<file path="config.mk">
export PLATFORM = sky130hd
export DESIGN_NAME = mmc_scanline_irq_flat
export DESIGN_NICKNAME = d
export VERILOG_FILES = /design/src/rtl/mmc_scanline_irq_pkg.sv /design/src/rtl/mmc_scanline_irq_if.sv /design/src/rtl/mmc_scanline_irq_a12_edge_filter.sv /design/src/rtl/mmc_scanline_irq.sv /design/src/flat_wrapper.sv
export SDC_FILE = /design/constraint.sdc
export NUM_CORES = 1
export LEC_CHECK = 0
export CORE_MARGIN = 2
export CORE_UTILIZATION = 46
export DETAILED_ROUTE_END_ITERATION = 10
export PLACE_DENSITY_LB_ADDON = 0.3
export SYNTH_ARGS = -nofsm -noshare
export SYNTH_HDL_FRONTEND = slang
export SYNTH_SLANG_ARGS = --single-unit
</file>
<file path="constraint.sdc">
create_clock -name m2 -period 2.2 [get_ports m2]
set_clock_uncertainty 0.1 [all_clocks]
set_input_delay 0.22 -clock m2 [delete_from_list [all_inputs] [get_ports m2]]
set_output_delay 0.22 -clock m2 [all_outputs]
set_load 0.05 [all_outputs]
</file>
<file path="src/rtl/mmc_scanline_irq_pkg.sv">
// Shared encodings for the MMC3-family scanline/cycle IRQ unit: register
// select codes, save-state register indices and flag bit positions.
package mmc_irq_pkg;

    // Decoded $C000-$FFFF register selects.
    typedef enum logic [1:0] {
        SEL_LATCH   = 2'd0,  // load reload latch from reg_dat
        SEL_RELOAD  = 2'd1,  // request reload on the next count event
        SEL_DISABLE = 2'd2,  // disable IRQ and acknowledge pending IRQ
        SEL_ENABLE  = 2'd3   // enable IRQ
    } reg_sel_e;

    // Save-state register map.
    localparam logic [2:0] SS_CTR_L = 3'd0;
    localparam logic [2:0] SS_CTR_H = 3'd1;
    localparam logic [2:0] SS_LAT_L = 3'd2;
    localparam logic [2:0] SS_LAT_H = 3'd3;
    localparam logic [2:0] SS_FLAGS = 3'd4;
    localparam logic [2:0] SS_PRESC = 3'd5;

    // Bit positions inside the SS_FLAGS byte.
    localparam int FLAG_RELOAD = 0;
    localparam int FLAG_PEND   = 1;
    localparam int FLAG_IRQ_ON = 2;

endpackage

</file>
<file path="src/rtl/mmc_scanline_irq_if.sv">
// Mapper-side bus of the IRQ unit: PPU A12 input, decoded register writes,
// mode controls, save-state port and the readback/IRQ outputs.
interface mmc_scanline_irq_if #(
    parameter int CTR_W = 8
) ();
    logic             ppu_a12;
    logic             reg_we;
    logic [1:0]       reg_sel;
    logic [CTR_W-1:0] reg_dat;
    logic             cyc_mode;
    logic             mmc3b_mode;
    logic             ss_act;
    logic             ss_we;
    logic [2:0]       ss_addr;
    logic [7:0]       ss_din;
    logic [7:0]       ss_rdat;
    logic [CTR_W-1:0] ctr_out;
    logic             irq;

    // Mapper top side.
    modport master (
        output ppu_a12, reg_we, reg_sel, reg_dat, cyc_mode, mmc3b_mode,
               ss_act, ss_we, ss_addr, ss_din,
        input  ss_rdat, ctr_out, irq
    );

    // IRQ unit side.
    modport slave (
        input  ppu_a12, reg_we, reg_sel, reg_dat, cyc_mode, mmc3b_mode,
               ss_act, ss_we, ss_addr, ss_din,
        output ss_rdat, ctr_out, irq
    );
endinterface

</file>
<file path="src/rtl/mmc_scanline_irq_a12_edge_filter.sv">
// PPU A12 rise detector: a rise counts only when the previous FILT_N samples
// were all low, which rejects the short A12 toggles inside a fetch group.
module a12_edge_filter #(
    parameter int FILT_N = 4
) (
    input  logic m2,
    input  logic map_rst,
    input  logic ppu_a12,
    input  logic hold,
    output logic evt_a12
);

    logic [FILT_N-1:0] hist_q;
    logic [FILT_N-1:0] hist_d;

    // Shift the newest sample in; the cast drops the oldest sample and also
    // covers FILT_N == 1 without a zero-width slice.
    always_comb begin
        hist_d = hold ? hist_q : FILT_N'({hist_q, ppu_a12});
    end

    // History register; reset to all ones so the first rise after reset
    // must be preceded by FILT_N low samples.
    // NOTE: sequential state uses non-blocking assignments so every register
    // samples its inputs as they were before the edge.
    always_ff @(negedge m2 or posedge map_rst) begin
        if (map_rst) begin
            hist_q <= '1;
        end else begin
            hist_q <= hist_d;
        end
    end

    assign evt_a12 = !hold && ppu_a12 && (hist_q == '0);

endmodule

</file>
<file path="src/rtl/mmc_scanline_irq.sv">
// Scanline/cycle IRQ unit for MMC3-family mappers: reload counter driven by
// filtered A12 rises or prescaled M2 cycles, MMC3A/MMC3B reload semantics,
// registered IRQ output and a byte-wide save-state port.
module mmc_scanline_irq
    import mmc_irq_pkg::*;
#(
    parameter int CTR_W    = 8,
    parameter int FILT_N   = 4,
    parameter int PRESCALE = 4
) (
    input  logic                m2,
    input  logic                map_rst,
    mmc_scanline_irq_if.slave   bus
);

    localparam logic [7:0] PRESC_LAST = 8'(PRESCALE - 1);

    logic [CTR_W-1:0] ctr_q, ctr_d;
    logic [CTR_W-1:0] latch_q, latch_d;
    logic             irq_on_q, irq_on_d;
    logic             pend_q, pend_d;
    logic             reload_q, reload_d;
    logic [7:0]       presc_q, presc_d;

    logic             evt_a12;
    logic             evt_cyc;
    logic             evt;
    logic             ctr_zero;
    logic             do_reload;
    logic             auto_only;
    logic [CTR_W-1:0] new_ctr;
    logic [15:0]      ctr_ext;
    logic [15:0]      lat_ext;
    reg_sel_e         sel;

    a12_edge_filter #(.FILT_N(FILT_N)) u_filter (
        .m2      (m2),
        .map_rst (map_rst),
        .ppu_a12 (bus.ppu_a12),
        .hold    (bus.ss_act),
        .evt_a12 (evt_a12)
    );

    assign sel       = reg_sel_e'(bus.reg_sel);
    assign evt_cyc   = bus.cyc_mode && (presc_q == PRESC_LAST);
    assign evt       = !bus.ss_act && (bus.cyc_mode ? evt_cyc : evt_a12);
    assign ctr_zero  = (ctr_q == '0);
    assign do_reload = reload_q || ctr_zero;
    // A reload caused only by the counter reaching zero (no pending request):
    // MMC3A does not fire on this, MMC3B does.
    assign auto_only = ctr_zero && !reload_q;
    assign new_ctr   = do_reload ? latch_q : ctr_q - CTR_W'(1);

    // Next-state: count event first, then register writes so writes win;
    // while a save-state is active only save-state writes apply.
    // NOTE: every variable driven here gets a default first, otherwise
    // paths that skip an assignment would infer latches.
    always_comb begin
        ctr_d    = ctr_q;
        latch_d  = latch_q;
        irq_on_d = irq_on_q;
        pend_d   = pend_q;
        reload_d = reload_q;
        presc_d  = presc_q;
        ctr_ext  = 16'(ctr_q);
        lat_ext  = 16'(latch_q);

        if (!bus.ss_act) begin
            if (!bus.cyc_mode || presc_q >= PRESC_LAST) begin
                presc_d = 8'd0;
            end else begin
                presc_d = presc_q + 8'd1;
            end

            if (evt) begin
                ctr_d = new_ctr;
                if (do_reload) begin
                    reload_d = 1'b0;
                end
                if (irq_on_q && new_ctr == '0 && (bus.mmc3b_mode || !auto_only)) begin
                    pend_d = 1'b1;
                end
            end

            if (bus.reg_we) begin
                case (sel)
                    SEL_LATCH: latch_d = bus.reg_dat;
                    SEL_RELOAD: begin
                        reload_d = 1'b1;
                        presc_d  = 8'd0;
                        ctr_d    = '0;
                    end
                    SEL_DISABLE: begin
                        irq_on_d = 1'b0;
                        pend_d   = 1'b0;
                    end
                    SEL_ENABLE: irq_on_d = 1'b1;
                    default: ;
                endcase
            end
        end else if (bus.ss_we) begin
            case (bus.ss_addr)
                SS_CTR_L: begin
                    ctr_ext[7:0] = bus.ss_din;
                    ctr_d        = ctr_ext[CTR_W-1:0];
                end
                SS_CTR_H: begin
                    ctr_ext[15:8] = bus.ss_din;
                    ctr_d         = ctr_ext[CTR_W-1:0];
                end
                SS_LAT_L: begin
                    lat_ext[7:0] = bus.ss_din;
                    latch_d      = lat_ext[CTR_W-1:0];
                end
                SS_LAT_H: begin
                    lat_ext[15:8] = bus.ss_din;
                    latch_d       = lat_ext[CTR_W-1:0];
                end
                SS_FLAGS: begin
                    irq_on_d = bus.ss_din[FLAG_IRQ_ON];
                    pend_d   = bus.ss_din[FLAG_PEND];
                    reload_d = bus.ss_din[FLAG_RELOAD];
                end
                SS_PRESC: presc_d = bus.ss_din;
                default: ;
            endcase
        end
    end

    // State registers, updated on the falling edge of M2.
    always_ff @(negedge m2 or posedge map_rst) begin
        if (map_rst) begin
            ctr_q    <= '0;
            latch_q  <= '0;
            irq_on_q <= 1'b0;
            pend_q   <= 1'b0;
            reload_q <= 1'b0;
            presc_q  <= 8'd0;
        end else begin
            ctr_q    <= ctr_d;
            latch_q  <= latch_d;
            irq_on_q <= irq_on_d;
            pend_q   <= pend_d;
            reload_q <= reload_d;
            presc_q  <= presc_d;
        end
    end

    // Save-state readback; bits above CTR_W read as zero.
    always_comb begin
        bus.ss_rdat = 8'hFF;
        case (bus.ss_addr)
            SS_CTR_L: bus.ss_rdat = 8'(16'(ctr_q));
            SS_CTR_H: bus.ss_rdat = 8'(16'(ctr_q) >> 8);
            SS_LAT_L: bus.ss_rdat = 8'(16'(latch_q));
            SS_LAT_H: bus.ss_rdat = 8'(16'(latch_q) >> 8);
            SS_FLAGS: bus.ss_rdat = {5'b0, irq_on_q, pend_q, reload_q};
            SS_PRESC: bus.ss_rdat = presc_q;
            default:  bus.ss_rdat = 8'hFF;
        endcase
    end

    assign bus.ctr_out = ctr_q;
    assign bus.irq     = pend_q;

endmodule

</file>
<file path="src/flat_wrapper.sv">
// flat-port wrapper written by rule: the top's interface ports become plain ports
module mmc_scanline_irq_flat import mmc_irq_pkg::*;
#(
    parameter int CTR_W    = 8,
    parameter int FILT_N   = 4,
    parameter int PRESCALE = 4
)
  (m2, map_rst, bus_ppu_a12, bus_reg_we, bus_reg_sel, bus_reg_dat, bus_cyc_mode, bus_mmc3b_mode, bus_ss_act, bus_ss_we, bus_ss_addr, bus_ss_din, bus_ss_rdat, bus_ctr_out, bus_irq);
  mmc_scanline_irq_if #(.CTR_W(CTR_W)) bus_i ();
  input  logic m2;
  input  logic map_rst;
  input wire logic [$bits(bus_i.ppu_a12)-1:0] bus_ppu_a12;
  input wire logic [$bits(bus_i.reg_we)-1:0] bus_reg_we;
  input wire logic [$bits(bus_i.reg_sel)-1:0] bus_reg_sel;
  input wire logic [$bits(bus_i.reg_dat)-1:0] bus_reg_dat;
  input wire logic [$bits(bus_i.cyc_mode)-1:0] bus_cyc_mode;
  input wire logic [$bits(bus_i.mmc3b_mode)-1:0] bus_mmc3b_mode;
  input wire logic [$bits(bus_i.ss_act)-1:0] bus_ss_act;
  input wire logic [$bits(bus_i.ss_we)-1:0] bus_ss_we;
  input wire logic [$bits(bus_i.ss_addr)-1:0] bus_ss_addr;
  input wire logic [$bits(bus_i.ss_din)-1:0] bus_ss_din;
  output wire logic [$bits(bus_i.ss_rdat)-1:0] bus_ss_rdat;
  output wire logic [$bits(bus_i.ctr_out)-1:0] bus_ctr_out;
  output wire logic [$bits(bus_i.irq)-1:0] bus_irq;
  assign bus_i.ppu_a12 = bus_ppu_a12;
  assign bus_i.reg_we = bus_reg_we;
  assign bus_i.reg_sel = bus_reg_sel;
  assign bus_i.reg_dat = bus_reg_dat;
  assign bus_i.cyc_mode = bus_cyc_mode;
  assign bus_i.mmc3b_mode = bus_mmc3b_mode;
  assign bus_i.ss_act = bus_ss_act;
  assign bus_i.ss_we = bus_ss_we;
  assign bus_i.ss_addr = bus_ss_addr;
  assign bus_i.ss_din = bus_ss_din;
  assign bus_ss_rdat = bus_i.ss_rdat;
  assign bus_ctr_out = bus_i.ctr_out;
  assign bus_irq = bus_i.irq;
  mmc_scanline_irq #(.CTR_W(CTR_W), .FILT_N(FILT_N), .PRESCALE(PRESCALE)) u_core (.m2(m2), .map_rst(map_rst), .bus(bus_i));
endmodule
</file>
==> results.md, run 1 <==
- Status: complete, but fails checks
- Failing checks: negative setup slack
- Grt ovf: 0
- Fin cells: ~440
- Clk Latency, worst-skew pair: roughly 0.35 ns
- Share of layout cells above drive strength 1: between 50% and 60%
- Final Total Pwr: about 2900 uW
- Sequential share of the synthesized area: 37.45%
- Initial DRC count: approximately 600
- Max transition margin: 57.11%
- Synth async-reset ratio: 100.0%
- Synth area leaders: dfrtn_1 (32%), o21ai_0 (6.5%), nand2_1 (6.1%)
- Compound-gate portion of the synthesized area: between 30% and 40%
- Post-synth EDFFs: 0
- Hold Fails Final Rpt: 0
- Clock sinks: 31
- ANT cells: 0
- Largest net degree at the start of global routing: 30
- Final wirelength: ~12 mm
- Pre-CTS setup slack: -1.097 ns
- Total vias in the final route: approximately 3.1k
- Post-synth top area share: ~32%
- Warnings, synthesis: 0
- CTS tree: done
- Vias in the first global route: roughly 2.9k
- Area Overhead vs Synth: 93.22%
- Synth cell count leaders: nand2_1 (34), dfrtn_1 (27), o21ai_0 (27)
- DRC: 0
- DIE AREA: 5086 sq um
- Area share of fa/ha/maj cells after synthesis: around 1.8%
- Syn Nets: approximately 280
- H-tree Lvls: 2
- Mapped Area: 2084 sq um
- Dpl hpwl: 5.316 mm
- Main synth FF type: dfrtn_1
- Total Nets Final: 416
- Setup ws final: -0.7781 ns
- Post-route ant nets: 0
- First-pass GRT wire length: 15.82 mm
- Worst-margin pin slew: around 0.64 ns
- Syn_area_per_cell: a little over 8 sq um
- Crit Path Max Fanout: 2
- Ports: 46
- Worst hold path class: register to register
- Final slew viol count: 0
- WHS: between 0.4 and 0.5 ns
- Largest family of logic cells by synthesized area: compound AO/OA/AOI/OAI gates
- Initial antenna violation count: 0
- Max-cap violations: 0
- Post-synthesis cell type count: around 50
- Setup violations, final: between 40 and 50
- Cells after DPL: approximately 400
- Chip height: between 70 and 80 um
- Synth Area in XOR/XNOR: between 1.5 and 2%
- Synth Instances: roughly 250
- Rows: 24
- Clock transition at path regs: 0.05 ns
- PortBufs: between 40 and 50
- GP Congestion: about 0.95
- Setup TNS: -13.94 ns
- Pwr/cell area: 713.4 nW/um^2
- Die W: ~70 um
- Leading area contributor after synthesis: dfrtn_1
- Total track usage: about two fifths
- Maximum clock path buffer count: 2
- Crit. End Element: primary output
- Fillers: ~150
- Hold-fix buffers, CTS: 0
- Most common cell in the netlist: nand2_1
- First-pass DRT Iterations: 6
- Synth Area in Simple Gates: 19.99%
- LEAKAGE: around 0.0018 uW
- Crit start category: register
- Starting Density: between 40% and 50%
- Inserted Clock Buffers: 5
- Root Buffer: clkbuf_8
- RSZ-0062 raised after global routing: true
- CORE AREA: 4354 sq um
- Via density: a little over 7
- DR WL/cell: approximately 27 um
- Number of synthesized register bits: 31
- VDD IR max: around 0.00052 V
- Kind of critical path: register to primary output
- CP required: 1.88 ns
- Mux cell area share after synthesis: under 10%
- Worst EP arrival: 2.66 ns
[registers in the layout, summed over array words and instances, names as in the netlist]
signal and cells:
u_core.irq_on_q 1, u_core.reload_q 1, u_core.presc_q 8, u_core.bus.ctr_out 8, u_core.latch_q 8, u_core.u_filter.hist_q 4, u_core.bus.irq 1
[worst max-delay path: stages, from the launching register on]
cell and delay [ns]:
dfrtn_1 0.43, inv_2 0.06, o211ai_1 0.28, o21ai_2 0.15, o22ai_4 0.17, buf_12 0.17
[power breakdown]
group / switching [uW] / total [uW] / internal, uW
Clock: 250 / 625 / 374
Combinational: 816 / 1500 / 685
Sequential: 73.7 / 748 / 674
[metrics by stage]
step / utilization, % / area [sq um]
after global routing: 92.50 / 4028
after detailed placement: 77.56 / 3377
final: 92.50 / 4028
after CTS: 88.13 / 3837
after global placement: 77.56 / 3377
after floorplan: - / 2296
[layer usage]
metal / GRT usage, % / part of all wire (%)
met1: 49.14 / 33
met2: 68.83 / 46
met3: 10.13 / 12
met4: 25.37 / 9.6
met5: 0 / 0
[cell usage in the layout, fill, tap and decap left out, types with 4 or more instances in the layout]
master,count
a21oi_1,16
a21oi_2,4
a22o_1,7
a22oi_1,5
buf_12,19
buf_4,70
buf_6,21
clkbuf_8,6
clkdlybuf4s50_1,18
dfrtn_1,27
dfstp_2,4
inv_1,9
mux2_2,4
nand2_1,20
nand2_2,8
nand2_4,6
nand3_1,4
nor2_1,13
nor4_1,5
o21ai_0,12
o21ai_1,8
o21ai_2,8
o22ai_4,6
[worst paths after layout]
check	depth (start not counted)	end	from	slack [ns]
max in group asynchronous	4	u_core.presc_q[7]	map_rst	0.51
min in group asynchronous	3	u_core.bus.irq	map_rst	1.13
min reg2reg	3	u_core.latch_q[7]	u_core.latch_q[7]	0.47
max	5	bus_ss_rdat[1]	u_core.bus.ctr_out[1]	-0.78
min	3	u_core.latch_q[7]	u_core.latch_q[7]	0.47
max reg2reg	10	u_core.bus.ctr_out[5]	u_core.bus.ctr_out[1]	-0.48
[layout make-up]
class,instances,area [sq um],area share (%)
flip-flops and latches,31,780.7,19.38
clock buffers,6,82.58,2.050
multi-input cells,197,1605,39.86
well taps,52,65.06,1.615
clock inverters,6,48.80,1.212
inverters,8,30.03,0.7456
repair buffers,137,1415,35.14
[kinds of logic after synthesis]
group                    count (synthesis)
multiplexers                             8
flip-flops                              31
XOR/XNOR                                 4
adder cells (fa/ha/maj)                  3
AND/OR/NAND/NOR                         82
buffers and inverters                   23
AO/OA/AOI/OAI                          100
[timing repair]
action                     4_1_cts  5_1_grt
pin swaps                       14       12
setup endpoints to repair       48       43
setup buffers                   19       13
resized for setup               87       45
gates cloned                     1        0
(Power assumes the default switching activity.)
==> run 2, diff against run 1 <==
--- a/config.mk
+++ b/config.mk
@@ -8,6 +8,7 @@
 export CORE_MARGIN = 2
 export CORE_UTILIZATION = 46
 export DETAILED_ROUTE_END_ITERATION = 10
+export MAX_ROUTING_LAYER = met4
 export PLACE_DENSITY_LB_ADDON = 0.3
 export SYNTH_ARGS = -nofsm -noshare
 export SYNTH_HDL_FRONTEND = slang
==> run 2 against run 1 <==
  * The flow still finishes with violations (negative setup slack)
  * Flip-flop and latch count did not move
  * Combinational power increased by 3%
  * Largest power group unchanged
  * Non-clock buffer count down 1
  * Critical path type unchanged
==> results.md, run 2 (synthesis results as in run 1) <==
- Clock sinks: 31 (unchanged)
- Crit. End Element: primary output
- Cells after DPL: 398 (-0.25%)
- CTS tree: done
- Crit path largest cell delay: 0.44 ns (about the same)
- Slowest CP cell: dfrtn_1
- NetSw: 1216 uW (+6.6%)
- Share of layout cells above drive strength 1: 55.21% (+3.3 points)
- Die W: 71.32 um (unchanged)
- Worst hold path class: register to register
- Initial antenna violation count: 0 (unchanged)
- Share of power burned in registers: 26.4% (+0.4 points)
- Post-route ant nets: 0 (unchanged)
- Setup violations, final: 43 (+2.4%)
- H-tree Lvls: 2 (unchanged)
- CP required: 1.88 ns (about the same)
- Inserted Clock Buffers: 5 (unchanged)
- Area of the multi-input gates: 1707 sq um (+6.3%)
- Clk pwr share: 19.4% (-2.3 points)
- Fillers: 124 (-16%)
- Final wirelength: 12.78 mm (+7.5%)
- Largest net degree at the start of global routing: 30 (unchanged)
- Clock transition at path regs: 0.05 ns (about the same)
- DR WL/cell: 29.32 um (+7.8%)
- PortBufs: 45 (unchanged)
- First-pass GRT wire length: 15.17 mm (-4.1%)
- Rows: 24 (unchanged)
- LEAKAGE: 0.001796 uW (about the same)
- Failing checks: negative setup slack
- DIE AREA: 5086 sq um (unchanged)
- Area Overhead vs Synth: 97.18%
- Hold Fails Final Rpt: 0 (unchanged)
- ANT cells: 0 (unchanged)
- Pwr/cell area: 693.7 nW/um^2 (-2.8%)
- Root Buffer: clkbuf_8
- Chip height: 71.32 um (unchanged)
- First-pass DRT Iterations: 8 (+2)
- Final slew viol count: 0 (unchanged)
- DRC: 0 (unchanged)
- Comb pwr share: 54.2% (+2.0 points)
- Final Cell Area: 4110 sq um (+2.1%)
- Crit Path Max Fanout: 2 (unchanged)
- Worst-margin pin slew: 0.5084 ns (-0.1297 ns)
- Max transition margin: 65.96% (+8.8 points)
- Dpl hpwl: 5.292 mm (-0.45%)
- Initial DRC count: 638 (+5.1%)
- Crit start category: register
- Most frequent cells in the layout: buf_4 (65), dfrtn_1 (27), buf_6 (26)
- DP Area: 3369 sq um (-0.22%)
- Setup TNS: -15.26 ns (-1.322 ns)
- CP Cell Sequence: inv_2 > o211ai_1 > o21ai_2 > o22ai_4 > buf_12
- Worst EP arrival: 2.69 ns (+0.03 ns)
- Via density: 7.523 (+4.9%)
- Total vias in the final route: 3,280 (+4.7%)
- WP buf/inv: 2 (unchanged)
- Switching share of power: 42.65% (+3.0 points)
- Total Nets Final: 415 (-0.24%)
- Hold-fix buffers, CTS: 0 (unchanged)
- Clk Latency, worst-skew pair: 0.38 ns (+0.03 ns)
- RSZ-0062 raised after global routing: true
- Ports: 46 (unchanged)
- Fin cells: 436 (-0.23%)
- Commonest non-fill, non-tap cell in the layout: buf_4
- Critical path's top delay family: compound AO/OA/AOI/OAI gates
- Grt ovf: 0 (unchanged)
- Kind of critical path: register to primary output
- Starting Density: 47.87% (unchanged)
- Total track usage: 40.86% (-0.91 points)
- Setup ws final: -0.8069 ns (-0.02881 ns)
- Vias in the first global route: 2,983 (+2.7%)
- Int Power: 1635 uW (-5.6%)
- VDD IR max: 0.0005576 V (+6.3%)
- GP Congestion: 0.9456 (-0.75%)
- CORE AREA: 4354 sq um (unchanged)
- Status: complete, but fails checks
- Seq. cell area: 780.7 sq um (unchanged)
- Max-cap violations: 0 (unchanged)
- Maximum clock path buffer count: 2 (unchanged)
## run 2: cell count changes in the layout (fill, tap and decap cells not counted), moves of 5 or more
cell | before | now
buf_6 | 21 | 26
a21oi_2 | 4 | 10
a21oi_1 | 16 | 10
buf_4 | 70 | 65
o21ai_0 | 12 | 6
## run 2: cell type report
type | instances | area share (%)
Inverter | 8 | 0.7306
Sequential cell | 31 | 19.00
Multi-Input combinational cell | 197 | 41.52
Clock buffer | 8 | 2.192
Tap cell | 52 | 1.583
Clock inverter | 4 | 0.3653
Timing Repair Buffer | 136 | 34.61
## run 2: routing by layer
layer	global-route usage (%)	routed length (um)	up-vias
met2	65.23	5582	428
met1	43.88	4069	1484
li1	-	-	1209
met5	-	0	-
met3	12.10	1768	159
met4	27.04	1362	0
## run 2: path summary, 6_finish.rpt
kind	start	end	slack (ns)	cells past startpoint
setup / recovery	u_core.bus.ctr_out[1]	bus_ss_rdat[1]	-0.81	5
hold / removal	u_core.latch_q[1]	u_core.latch_q[1]	0.47	3
setup reg to reg	u_core.bus.ctr_out[2]	u_core.bus.irq	-0.36	9
hold reg to reg	u_core.latch_q[1]	u_core.latch_q[1]	0.47	3
max in group asynchronous	map_rst	u_core.presc_q[5]	0.52	4
min in group asynchronous	map_rst	u_core.latch_q[1]	1.14	3
## run 2: tightest hold or removal path: cells and delay by family, from the launching register on
kind | cells | cell delay [ns]
AO/OA/AOI/OAI | 1 | 0.04
buffers and inverters | 1 | 0.15
flip-flops | 1 | 0.42
AND/OR/NAND/NOR | 1 | 0.05
## run 2: per-stage QoR
step	power [uW]	utilization, %	setup WS [ns]	hold slack [ns]
after detailed placement	1887	77.39	-1.096	0.4498
after floorplan	1365	-	-0.6699	0.3307
final	2851	94.40	-0.8069	0.4706
after global placement	1853	77.39	-1.052	0.4187
after global routing	2892	94.40	-0.8405	0.4877
after CTS	2492	88.42	-0.5913	0.4504
## run 2: power by group through the flow
stage / clock network [uW] / logic, uW / registers [uW]
floorplan: 14.1 / 516 / 835
global placement: 14.1 / 1110 / 725
detailed placement: 14.1 / 1140 / 731
CTS: 502 / 1260 / 727
global route: 562 / 1580 / 754
finish: 553 / 1540 / 754
## run 2: timing repair
item | CTS | global route
setup endpoints to repair | 48 | 44
gates cloned | 1 | 0
gates resized for setup | 93 | 80
setup buffers | 23 | 15
pin swaps | 20 | 23
==> run 3, diff against run 2 <==
--- a/config.mk
+++ b/config.mk
@@ -7,6 +7,7 @@
 export LEC_CHECK = 0
 export CORE_MARGIN = 2
 export CORE_UTILIZATION = 46
+export CTS_BUF_LIST = sky130_fd_sc_hd__clkbuf_8 sky130_fd_sc_hd__clkbuf_16
 export DETAILED_ROUTE_END_ITERATION = 10
 export MAX_ROUTING_LAYER = met4
 export PLACE_DENSITY_LB_ADDON = 0.3
==> run 3 against run 2 <==
  * Setup slack lost 0.0053 ns
  * Die area unchanged
  * Worst hold slack better by 0.011 ns
  * Critical path type unchanged
  * Non-clock buffer count unchanged
  * Largest power group unchanged
  * Wire length rose by 0.40%
  * Utilization is the same
  * The flow finishes with violations (design-rule violations, negative setup slack)
  * Final cell count unchanged
  * Register-to-register slack worse by 0.04 ns
==> results.md, run 3 (synthesis results as in run 1) <==
- Status: complete, but fails checks
- Failing checks: design-rule violations, negative setup slack
- R2r endpoint: u_core.bus.irq
- RSZ-0062 raised after global routing: true
- DIE AREA: 5086 sq um (unchanged)
- Worst Hold End: u_core.latch_q[1]
- Clock transition at path regs: 0.05 ns (about the same)
- First-pass DRT Iterations: 9 (+1)
- LEAKAGE: 0.001804 uW (+0.46%)
- Commonest non-fill, non-tap cell in the layout: buf_4
- H-tree Lvls: 2 (unchanged)
- Share of layout cells above drive strength 1: 55.21% (unchanged)
- Final wirelength: 12.83 mm (+0.40%)
- Pwr/cell area: 693.8 nW/um^2 (about the same)
- Clock sinks: 31 (unchanged)
- Chip height: 71.32 um (unchanged)
- Hold Path Origin: u_core.latch_q[1]
- VDD IR max: 0.0005689 V (+2.0%)
- Slowest CP cell: dfrtn_1
- Ports: 46 (unchanged)
- CORE AREA: 4354 sq um (unchanged)
- Initial antenna violation count: 0 (unchanged)
- PortBufs: 45 (unchanged)
- Setup ws final: -0.8123 ns (-0.005317 ns)
- Crit Path Max Fanout: 2 (unchanged)
- ANT cells: 0 (unchanged)
- Total Nets Final: 415 (unchanged)
- Hold Fails Final Rpt: 0 (unchanged)
- DRC: 1 (+1)
- Setup violations, final: 43 (unchanged)
- CP Cell Sequence: inv_2 > o211ai_1 > o21ai_2 > o22ai_4 > buf_12
- Register-to-Register Path Depth: 9 (unchanged)
- Reg2Reg Launch Point: u_core.bus.ctr_out[2]
- Crit path largest cell delay: 0.44 ns (about the same)
- Vias in the first global route: 2,983 (unchanged)
- Rows: 24 (unchanged)
- Worst Hold Depth: 3 (unchanged)
- GP Congestion: 0.9456 (unchanged)
- Worst reg2reg setup slack: -0.40 ns (-0.04 ns)
- Post-route ant nets: 0 (unchanged)
- Starting Density: 47.87% (unchanged)
- Crit start category: register
- Final Total Pwr: 2852 uW (about the same)
- CP required: 1.88 ns (about the same)
- Root Buffer: clkbuf_8
- Clk Latency, worst-skew pair: 0.39 ns (about the same)
- Worst EP arrival: 2.69 ns (about the same)
- Worst-margin pin slew: 0.5162 ns (+0.007770 ns)
- WHS: 0.4812 ns (+0.01063 ns)
- Worst hold path class: register to register
- Largest net degree at the start of global routing: 30 (unchanged)
- Most frequent cells in the layout: buf_4 (65), dfrtn_1 (27), buf_6 (26)
- Area Overhead vs Synth: 97.18% (unchanged)
- Initial DRC count: 621 (-2.7%)
- Final slew viol count: 0 (unchanged)
- Inserted Clock Buffers: 5 (unchanged)
- CTS tree: done
- Total track usage: 40.86% (unchanged)
- DR WL/cell: 29.43 um (+0.40%)
- Die W: 71.32 um (unchanged)
- Pre-CTS setup slack: -1.096 ns (unchanged)
- Max-cap violations: 0 (unchanged)
- Dpl hpwl: 5.292 mm (unchanged)
- Via density: 7.440 (-1.1%)
- Kind of critical path: register to primary output
- Total vias in the final route: 3,244 (-1.1%)
- Maximum clock path buffer count: 2 (unchanged)
- Hold-fix buffers, CTS: 0 (unchanged)
- Grt ovf: 0 (unchanged)
- Max transition margin: 65.44% (-0.52 points)
- Crit. End Element: primary output
- First-pass GRT wire length: 15.17 mm (unchanged)
## run 3: changes by cell type in the layout (fill, tap and decap cells not counted), sizes merged
cell	change
clkbuf	-2
inv	+2
## run 3: cell type report
class | count | area [sq um]
well taps | 52 | 65.06
inverters | 8 | 30.03
multi-input cells | 197 | 1707
flip-flops and latches | 31 | 780.7
clock inverters | 6 | 22.52
fillers | 124 | 244.0
repair buffers | 136 | 1423
clock buffers | 6 | 82.58
## run 3: power by group
part / total, uW / internal (uW) / switching (uW)
Combinational: 1550 / 696 / 850
Sequential: 755 / 674 / 81.2
Clock: 551 / 256 / 295
Total: 2850 / 1630 / 1230
## run 3: routing by layer
metal / vias to the layer above / GRT usage (%) / routed length [um]
met1: 1445 / 43.88 / 4028
met2: 429 / 65.23 / 5625
li1: 1200 / - / -
met4: 0 / 27.04 / 1370
met3: 170 / 12.10 / 1810
met5: - / - / 0
## run 3: worst max path at each step
stage | from | to | slack, ns | depth (start not counted)
2_1_floorplan | u_core.bus.ctr_out[0] | bus_ss_rdat[0] | -0.67 | 4
4_1_cts | u_core.bus.ctr_out[1] | bus_ss_rdat[1] | -0.59 | 5
3_3_place_gp | bus_cyc_mode | u_core.bus.ctr_out[0] | -1.05 | 6
3_5_place_dp | bus_cyc_mode | u_core.bus.ctr_out[0] | -1.10 | 6
6_report | u_core.bus.ctr_out[1] | bus_ss_rdat[1] | -0.81 | 5
5_1_grt | u_core.bus.ctr_out[1] | bus_ss_rdat[1] | -0.84 | 5
## run 3: metrics by stage
step | setup TNS [ns] | util, % | cells | instance area [sq um]
floorplan | -13.07 | - | 251 | 2296
global placement | -26.30 | 77.39 | 398 | 3369
detailed placement | -27.58 | 77.39 | 398 | 3369
CTS | -12.77 | 88.42 | 430 | 3850
global route | -15.96 | 94.40 | 436 | 4110
finish | -15.43 | 94.40 | 436 | 4110
## run 3: critical path: cells and delay by family (launching register included)
kind,cells,cell delay (ns)
AOI/OAI and AO/OA,3,0.61
buffers and inverters,2,0.23
DFF,1,0.44
## run 3: what timing repair did
| action | CTS | global route |
|---|---|---|
| endpoints found under the setup margin | 48 | 44 |
| pin swaps | 20 | 23 |
| cloned | 1 | 0 |
| gates resized for setup | 93 | 80 |
| buffers inserted | 23 | 15 |
